==> src/rtl/decode_execute_pkg.sv <==
// Shared types and constants for the decode/execute pipeline register.
package decode_execute_pkg;

  localparam int unsigned CTRL_W = 16;

  typedef struct packed {
    logic       pc_src;
    logic       reg_write;
    logic       reg_write_v;
    logic       mem_to_reg;
    logic       mem_write;
    logic [2:0] alu_control;
    logic       alu_sel;
    logic       branch;
    logic       alu_src;
    logic       mem_src;
    logic [1:0] flag_write;
    logic [1:0] mem_data;
  } id_ex_ctrl_t;

  localparam id_ex_ctrl_t CTRL_BUBBLE = '0;

  // pc_src, reg_write, reg_write_v, mem_write, branch, flag_write[1:0]
  localparam logic [CTRL_W-1:0] CTRL_SIDE_EFFECT_MASK = 16'hE84C;

  // Strip architectural side effects from a bundle that belongs to a bubble.
  function automatic id_ex_ctrl_t gate_ctrl(input id_ex_ctrl_t ctrl, input logic valid);
    logic [CTRL_W-1:0] raw;
    raw = ctrl;
    if (!valid) begin
      raw = raw & ~CTRL_SIDE_EFFECT_MASK;
    end
    return id_ex_ctrl_t'(raw);
  endfunction

endpackage

==> src/rtl/decode_execute_register_pipe_reg.sv <==
// Width-parameterised register with load enable and synchronous clear.
module pipe_reg_en_clr #(
  parameter int unsigned     W       = 1,
  parameter logic [W-1:0]    CLR_VAL = '0
) (
  input  logic         clk,
  input  logic         rst,
  input  logic         en,
  input  logic         clr,
  input  logic [W-1:0] d,
  output logic [W-1:0] q
);

  logic [W-1:0] q_q;
  logic [W-1:0] q_d;

  // Clear beats enable so a flush still lands while stalled.
  always_comb begin
    q_d = q_q;
    if (clr) begin
      q_d = CLR_VAL;
    end else if (en) begin
      q_d = d;
    end
  end

  always_ff @(posedge clk) begin
    if (rst) begin
      q_q <= '0;
    end else begin
      q_q <= q_d;
    end
  end

  assign q = q_q;

endmodule

==> src/rtl/decode_execute_register.sv <==
// Decode-to-execute pipeline register with stall, flush and a saturating bubble counter.
module decode_execute_register
  import decode_execute_pkg::*;
#(
  parameter int unsigned DATA_WIDTH = 32,
  parameter int unsigned VEC_WIDTH  = 256,
  parameter int unsigned REG_ADDR_W = 5,
  parameter int unsigned CNT_W      = 16
) (
  input  logic                  clk,
  input  logic                  rst,
  input  logic                  stall_e,
  input  logic                  flush_e,
  input  logic                  valid_d,
  input  id_ex_ctrl_t           ctrl_d,
  input  logic [DATA_WIDTH-1:0] rd1_d,
  input  logic [DATA_WIDTH-1:0] rd2_d,
  input  logic [VEC_WIDTH-1:0]  rdv1_d,
  input  logic [VEC_WIDTH-1:0]  rdv2_d,
  input  logic [DATA_WIDTH-1:0] ext_imm_d,
  input  logic [REG_ADDR_W-1:0] ra1_d,
  input  logic [REG_ADDR_W-1:0] ra2_d,
  input  logic [REG_ADDR_W-1:0] wa3_d,
  output logic                  valid_e,
  output id_ex_ctrl_t           ctrl_e,
  output logic [DATA_WIDTH-1:0] rd1_e,
  output logic [DATA_WIDTH-1:0] rd2_e,
  output logic [VEC_WIDTH-1:0]  rdv1_e,
  output logic [VEC_WIDTH-1:0]  rdv2_e,
  output logic [DATA_WIDTH-1:0] ext_imm_e,
  output logic [REG_ADDR_W-1:0] ra1_e,
  output logic [REG_ADDR_W-1:0] ra2_e,
  output logic [REG_ADDR_W-1:0] wa3_e,
  output logic [CNT_W-1:0]      bubble_count
);

  localparam int unsigned CV_W   = CTRL_W + 1;
  localparam int unsigned SCL_W  = 3 * DATA_WIDTH;
  localparam int unsigned VEC2_W = 2 * VEC_WIDTH;
  localparam int unsigned ADR_W  = 3 * REG_ADDR_W;

  logic load_en;
  assign load_en = ~stall_e;

  id_ex_ctrl_t ctrl_gated;
  assign ctrl_gated = gate_ctrl(ctrl_d, valid_d);

  logic [CV_W-1:0]   cv_q;
  logic [SCL_W-1:0]  scl_q;
  logic [VEC2_W-1:0] vec_q;
  logic [ADR_W-1:0]  adr_q;

  pipe_reg_en_clr #(.W(CV_W), .CLR_VAL({CTRL_BUBBLE, 1'b0})) u_ctrl_reg (
    .clk(clk), .rst(rst), .en(load_en), .clr(flush_e),
    .d({ctrl_gated, valid_d}), .q(cv_q)
  );

  pipe_reg_en_clr #(.W(SCL_W)) u_scalar_reg (
    .clk(clk), .rst(rst), .en(load_en), .clr(flush_e),
    .d({rd1_d, rd2_d, ext_imm_d}), .q(scl_q)
  );

  pipe_reg_en_clr #(.W(VEC2_W)) u_vector_reg (
    .clk(clk), .rst(rst), .en(load_en), .clr(flush_e),
    .d({rdv1_d, rdv2_d}), .q(vec_q)
  );

  pipe_reg_en_clr #(.W(ADR_W)) u_addr_reg (
    .clk(clk), .rst(rst), .en(load_en), .clr(flush_e),
    .d({ra1_d, ra2_d, wa3_d}), .q(adr_q)
  );

  assign {ctrl_e, valid_e}          = cv_q;
  assign {rd1_e, rd2_e, ext_imm_e}  = scl_q;
  assign {rdv1_e, rdv2_e}           = vec_q;
  assign {ra1_e, ra2_e, wa3_e}      = adr_q;

  logic [CNT_W-1:0] bubble_count_q;
  logic [CNT_W-1:0] bubble_count_d;

  // Count every inserted bubble, pinning at all-ones instead of wrapping.
  always_comb begin
    bubble_count_d = bubble_count_q;
    if (flush_e && (bubble_count_q != '1)) begin
      bubble_count_d = bubble_count_q + CNT_W'(1);
    end
  end

  always_ff @(posedge clk) begin
    if (rst) begin
      bubble_count_q <= '0;
    end else begin
      bubble_count_q <= bubble_count_d;
    end
  end

  assign bubble_count = bubble_count_q;

endmodule

==> config.mk <==
export PLATFORM = sky130hd
export DESIGN_NAME = decode_execute_register
export DESIGN_NICKNAME = d
export VERILOG_FILES = /design/src/rtl/decode_execute_pkg.sv /design/src/rtl/decode_execute_register_pipe_reg.sv /design/src/rtl/decode_execute_register.sv
export SDC_FILE = /design/constraint.sdc
export NUM_CORES = 1
export LEC_CHECK = 0
export ABC_AREA = 1
export BUFFER_PORTS_ARGS = -buffer_cell sky130_fd_sc_hd__buf_2
export CAP_MARGIN = 10
export CORE_AREA = 2 2 510 512
export CTS_BUF_LIST = sky130_fd_sc_hd__clkbuf_4 sky130_fd_sc_hd__clkbuf_8
export DETAILED_ROUTE_END_ITERATION = 8
export DIE_AREA = 0 0 512 514
export SYNTH_ARGS = -nofsm -noshare
export SYNTH_HDL_FRONTEND = slang
export SYNTH_SLANG_ARGS = --single-unit
export TNS_END_PERCENT = 20
==> constraint.sdc <==
create_clock -name clk -period 2.2 [get_ports clk]
set_input_delay 0 -clock clk [delete_from_list [all_inputs] [get_ports clk]]
set_output_delay 0 -clock clk [all_outputs]
set_load 0.01 [all_outputs]
==> flow_summary.toml, run 1 <==
[logic_synthesis]
synthArstFlopShare_pct = 0
synth_edf_count = 0
yosysMostFrequentCell = "nand2_1"
yosysTopAreaCell = "dfxtp_1"
yosysWarnings = 0
ys_seq_area_share_pct = 57.9
synthesis.area_mm2 = 0.0227
synth_cell_types = 23
ys_ff_latch = 656
synth_fp_nets = 3569
post_synth_inst_count = 2924
yosys-top-cells-count = "nand2_1 (1315), dfxtp_1 (656), a21oi_1 (654)"
ys.flop_type = "dfxtp_1"
avgSynthCellArea_um2 = 7.76
synth.area.top_cells = "dfxtp_1 (58%), nand2_1 (22%), a21oi_1 (14%)"
synth_top_area_share_pct = 57.9

[placed_design]
dp_slack_ns = 0.639
gp_congestion = 0.887
hpwl_mm = 149
io_buffer_count = 1299

[floorplanning]
std_cell_rows = 187
start_util_pct = 8.79
die_w_um = 512
ioPinCount = 1300
die_h_um = 514

[cts]
clockRootBuffer = "clkbuf_8"
post_cts_resized = 0
cts_sinks = 656
cts_setup_buffers = 0
numCtsBuffers = 138
hold_buffers = 1544
cts_buffer_depth = 4
htreeDepth = 4

[outcome]
stop_stage = "clock tree synthesis"
error_line = "[ERROR RSZ-0060] Max buffer count reached."
status = "did not finish"
## logic make-up after synthesis
family                     share of synthesized area (%)
buffers and inverters                               4.38
DFF                                                 57.9
AOI/OAI and AO/OA                                   14.5
adders and majority gates                         0.0552
and+or+nand+nor                                     23.2
## metrics by stage
step / instances / instance area (µm²) / hold WS, ns
3_5_place_dp: 7471 / 33300 / 0.254
3_3_place_gp: 7471 / 33300 / 0.248
2_1_floorplan: 2924 / 22700 / 0.144
==> inputs of run 2 (changes only) <==
CORE_AREA = 2 2 502 504   (was 2 2 510 512)
CTS_BUF_LIST = unset   (was sky130_fd_sc_hd__clkbuf_4 sky130_fd_sc_hd__clkbuf_8)
DIE_AREA = 0 0 504 506   (was 0 0 512 514)
PLACE_DENSITY_LB_ADDON = 0.15   (was unset)
==> flow_summary.toml, run 2 <==
[outcome]
status = "finished clean"

[logic_synthesis]
synth_edf_count = 0
avgSynthCellArea_um2 = 7.76
synth_cell_types = 23
ys_seq_area_share_pct = 57.9
yosysMostFrequentCell = "nand2_1"
yosysWarnings = 0
synth_fp_nets = 3569
synth_top_area_share_pct = 57.9
post_synth_inst_count = 2924
yosysTopAreaCell = "dfxtp_1"
synthArstFlopShare_pct = 0
ys.flop_type = "dfxtp_1"
ys_ff_latch = 656
yosys-top-cells-count = "nand2_1 (1315), dfxtp_1 (656), a21oi_1 (654)"
synthesis.area_mm2 = 0.0227
synth.area.top_cells = "dfxtp_1 (58%), nand2_1 (22%), a21oi_1 (14%)"

[power]
finalPower_w = 0.0339
p_leak_nw = 22.7
peakVddDrop_uv = 533
power.density_mw_per_mm2 = 662

[cts]
cts_buffer_depth = 3
clockRootBuffer = "clkbuf_16"
cts_tree = "built"
htreeDepth = 3
cts.clk_slew.worst_paths_ns = 0.06
numCtsBuffers = 98
cts_setup_buffers = 0
clk_latency_ns = 0.73
cts_sinks = 656

[timing]
layout_worst_path_cycle_share_pct = 92.7
setup_viol = 0
hold_viol = 0
clock.fmax_mhz = 490
final-max-slew-violation-count = 0
worst_pin_slew_ns = 1.18
hold_ws_ns = 0.0890
relSlewSlack_pct = 21.4
setup_slack_ns = 0.161
final.min_clock_period_ns = 2.04
finClkSkew_ns = 0.0127
rsz0062_at_grt = "true"

[drt]
wl_mm = 181
vias = 30700
first_iter_violations = 1318
drcViolationCount = 0
wl_per_cell_um = 19.9
first_pass_iters = 5
postRouteAntennaNets = 0
via_per_inst = 3.38

[finish]
layout_commonest_cell = "dlygate4sd3_1"
largest_reg_flops = 512
fin_util_pct = 20.5
final_cell_mix = "dlygate4sd3_1 (1429), nand2_1 (1314), buf_2 (1298)"
num-nets-final = 6273
area_growth_pct = 126
drive_above_1_share_pct = 27.4

[global_route]
grt_pass1_vias = 32100
grt_antenna_before_repair = 61
gr-total-overflow = 0
grt.met1_usage_pct = 15.0
grtUsageTotal_pct = 13.7
grt_use_met2_pct = 22.5
use_met3_pct = 6.62
grt_max_degree = 162
grt_pass1_wl_mm = 248
grt-busiest-layer = "met2"

[worst_setup_path]
r2r_setup_slack_ns = 0.16
crit_fanout = 83
r2r-end = "bubble_count[1]"
crit_type = "input pin to flop"
worstReg2RegStart = "bubble_count[0]"
r2r_cells = 10
critPathCaptureType = "flop"
required_ns = 2.88
crit_end = "u_vector_reg.q[391]"
start_kind = "input pin"
worstSetupStartpoint = "stall_e"
critPathArrivalTime_ns = 2.72

[floorplanning]
ioPinCount = 1300
core_mm2 = 0.250
start_util_pct = 9.07
die_w_um = 504
die_h_um = 506
std_cell_rows = 184
dieArea_mm2 = 0.255

[run]
maxCapViolCount = 0

[hold_path]
min_path_type = "input pin to flop"

[placed_design]
io_buffer_count = 1299
dp_slack_ns = 0.589
hpwl_mm = 141
gp_congestion = 0.840
==> run 2: cell counts after synthesis <==
Identical to the previous run, type by type.
==> run 2: where the power goes <==
group / switching (W) / total, W / internal [W]
registers: 0.000205 / 0.0125 / 0.0123
clock network: 0.00679 / 0.0165 / 0.00968
logic: 0.00236 / 0.00499 / 0.00263
==> run 2: how the worst min path moves through the flow <==
stage / start / endpoint / cells past startpoint
6_report: rdv1_d[55] / u_vector_reg.q[311] / 4
3_3_place_gp: rdv1_d[236] / u_vector_reg.q[492] / 3
5_1_grt: rdv2_d[198] / u_vector_reg.q[198] / 4
4_1_cts: rdv2_d[204] / u_vector_reg.q[204] / 4
2_1_floorplan: ctrl_d[4] / u_ctrl_reg.q[5] / 2
3_5_place_dp: rd2_d[31] / u_scalar_reg.q[63] / 3
==> run 2: final cells by class <==
class                      instances  area (µm²)
timing repair buffer            2819       21900
tap                             3348        4190
sequential                       656       13100
inverter                          18        78.8
fill                           28400      199000
antenna                           28        70.1
multi-input combinational       2035        8570
clock inverter                    41         532
clock buffer                     137        2780
==> run 2: through the flow <==
step / setup TNS (ns) / cell area, µm² / instances
5_1_grt: -0.0197 / 51200 / 9075
4_1_cts: 0 / 51200 / 9054
3_3_place_gp: 0 / 33600 / 7447
3_5_place_dp: 0 / 33600 / 7447
2_1_floorplan: 0 / 22700 / 2924
6_report: 0 / 51300 / 9082
==> run 2: cell families (layout without fill, tap and decap cells) <==
family | after synthesis | count (layout) | synth area share (%)
and+or+nand+nor | 1379 | 1379 | 23.2
DFF | 656 | 656 | 57.9
other | 0 | 28 | 0
adders and majority gates | 1 | 1 | 0.0552
AOI/OAI and AO/OA | 655 | 655 | 14.5
buffers and inverters | 233 | 3015 | 4.38
==> run 2: critical path, stage by stage <==
cell           delay [ns]
dlygate4sd3_1        0.56
buf_8                0.17
inv_8                0.15
buf_12               0.30
nand2_1              0.11
dlygate4sd3_1        0.59
a21oi_1              0.12
dlygate4sd3_1        0.55
==> run 2: routing by layer <==
metal / share of wire [%] / routed length [µm]
met1: 39 / 71100
met2: 46 / 83200
met3: 11 / 19100
met4: 4.3 / 7710
met5: 0.043 / 78
==> run 2: timing repair <==
| action | 4_1_cts | 5_1_grt |
|---|---|---|
| hold buffers | 1429 | 0 |
| resized for setup | 0 | 4 |
| hold endpoints to repair | 656 | 0 |
| setup endpoints to repair | 0 | 4 |
(Power assumes the default switching activity.)
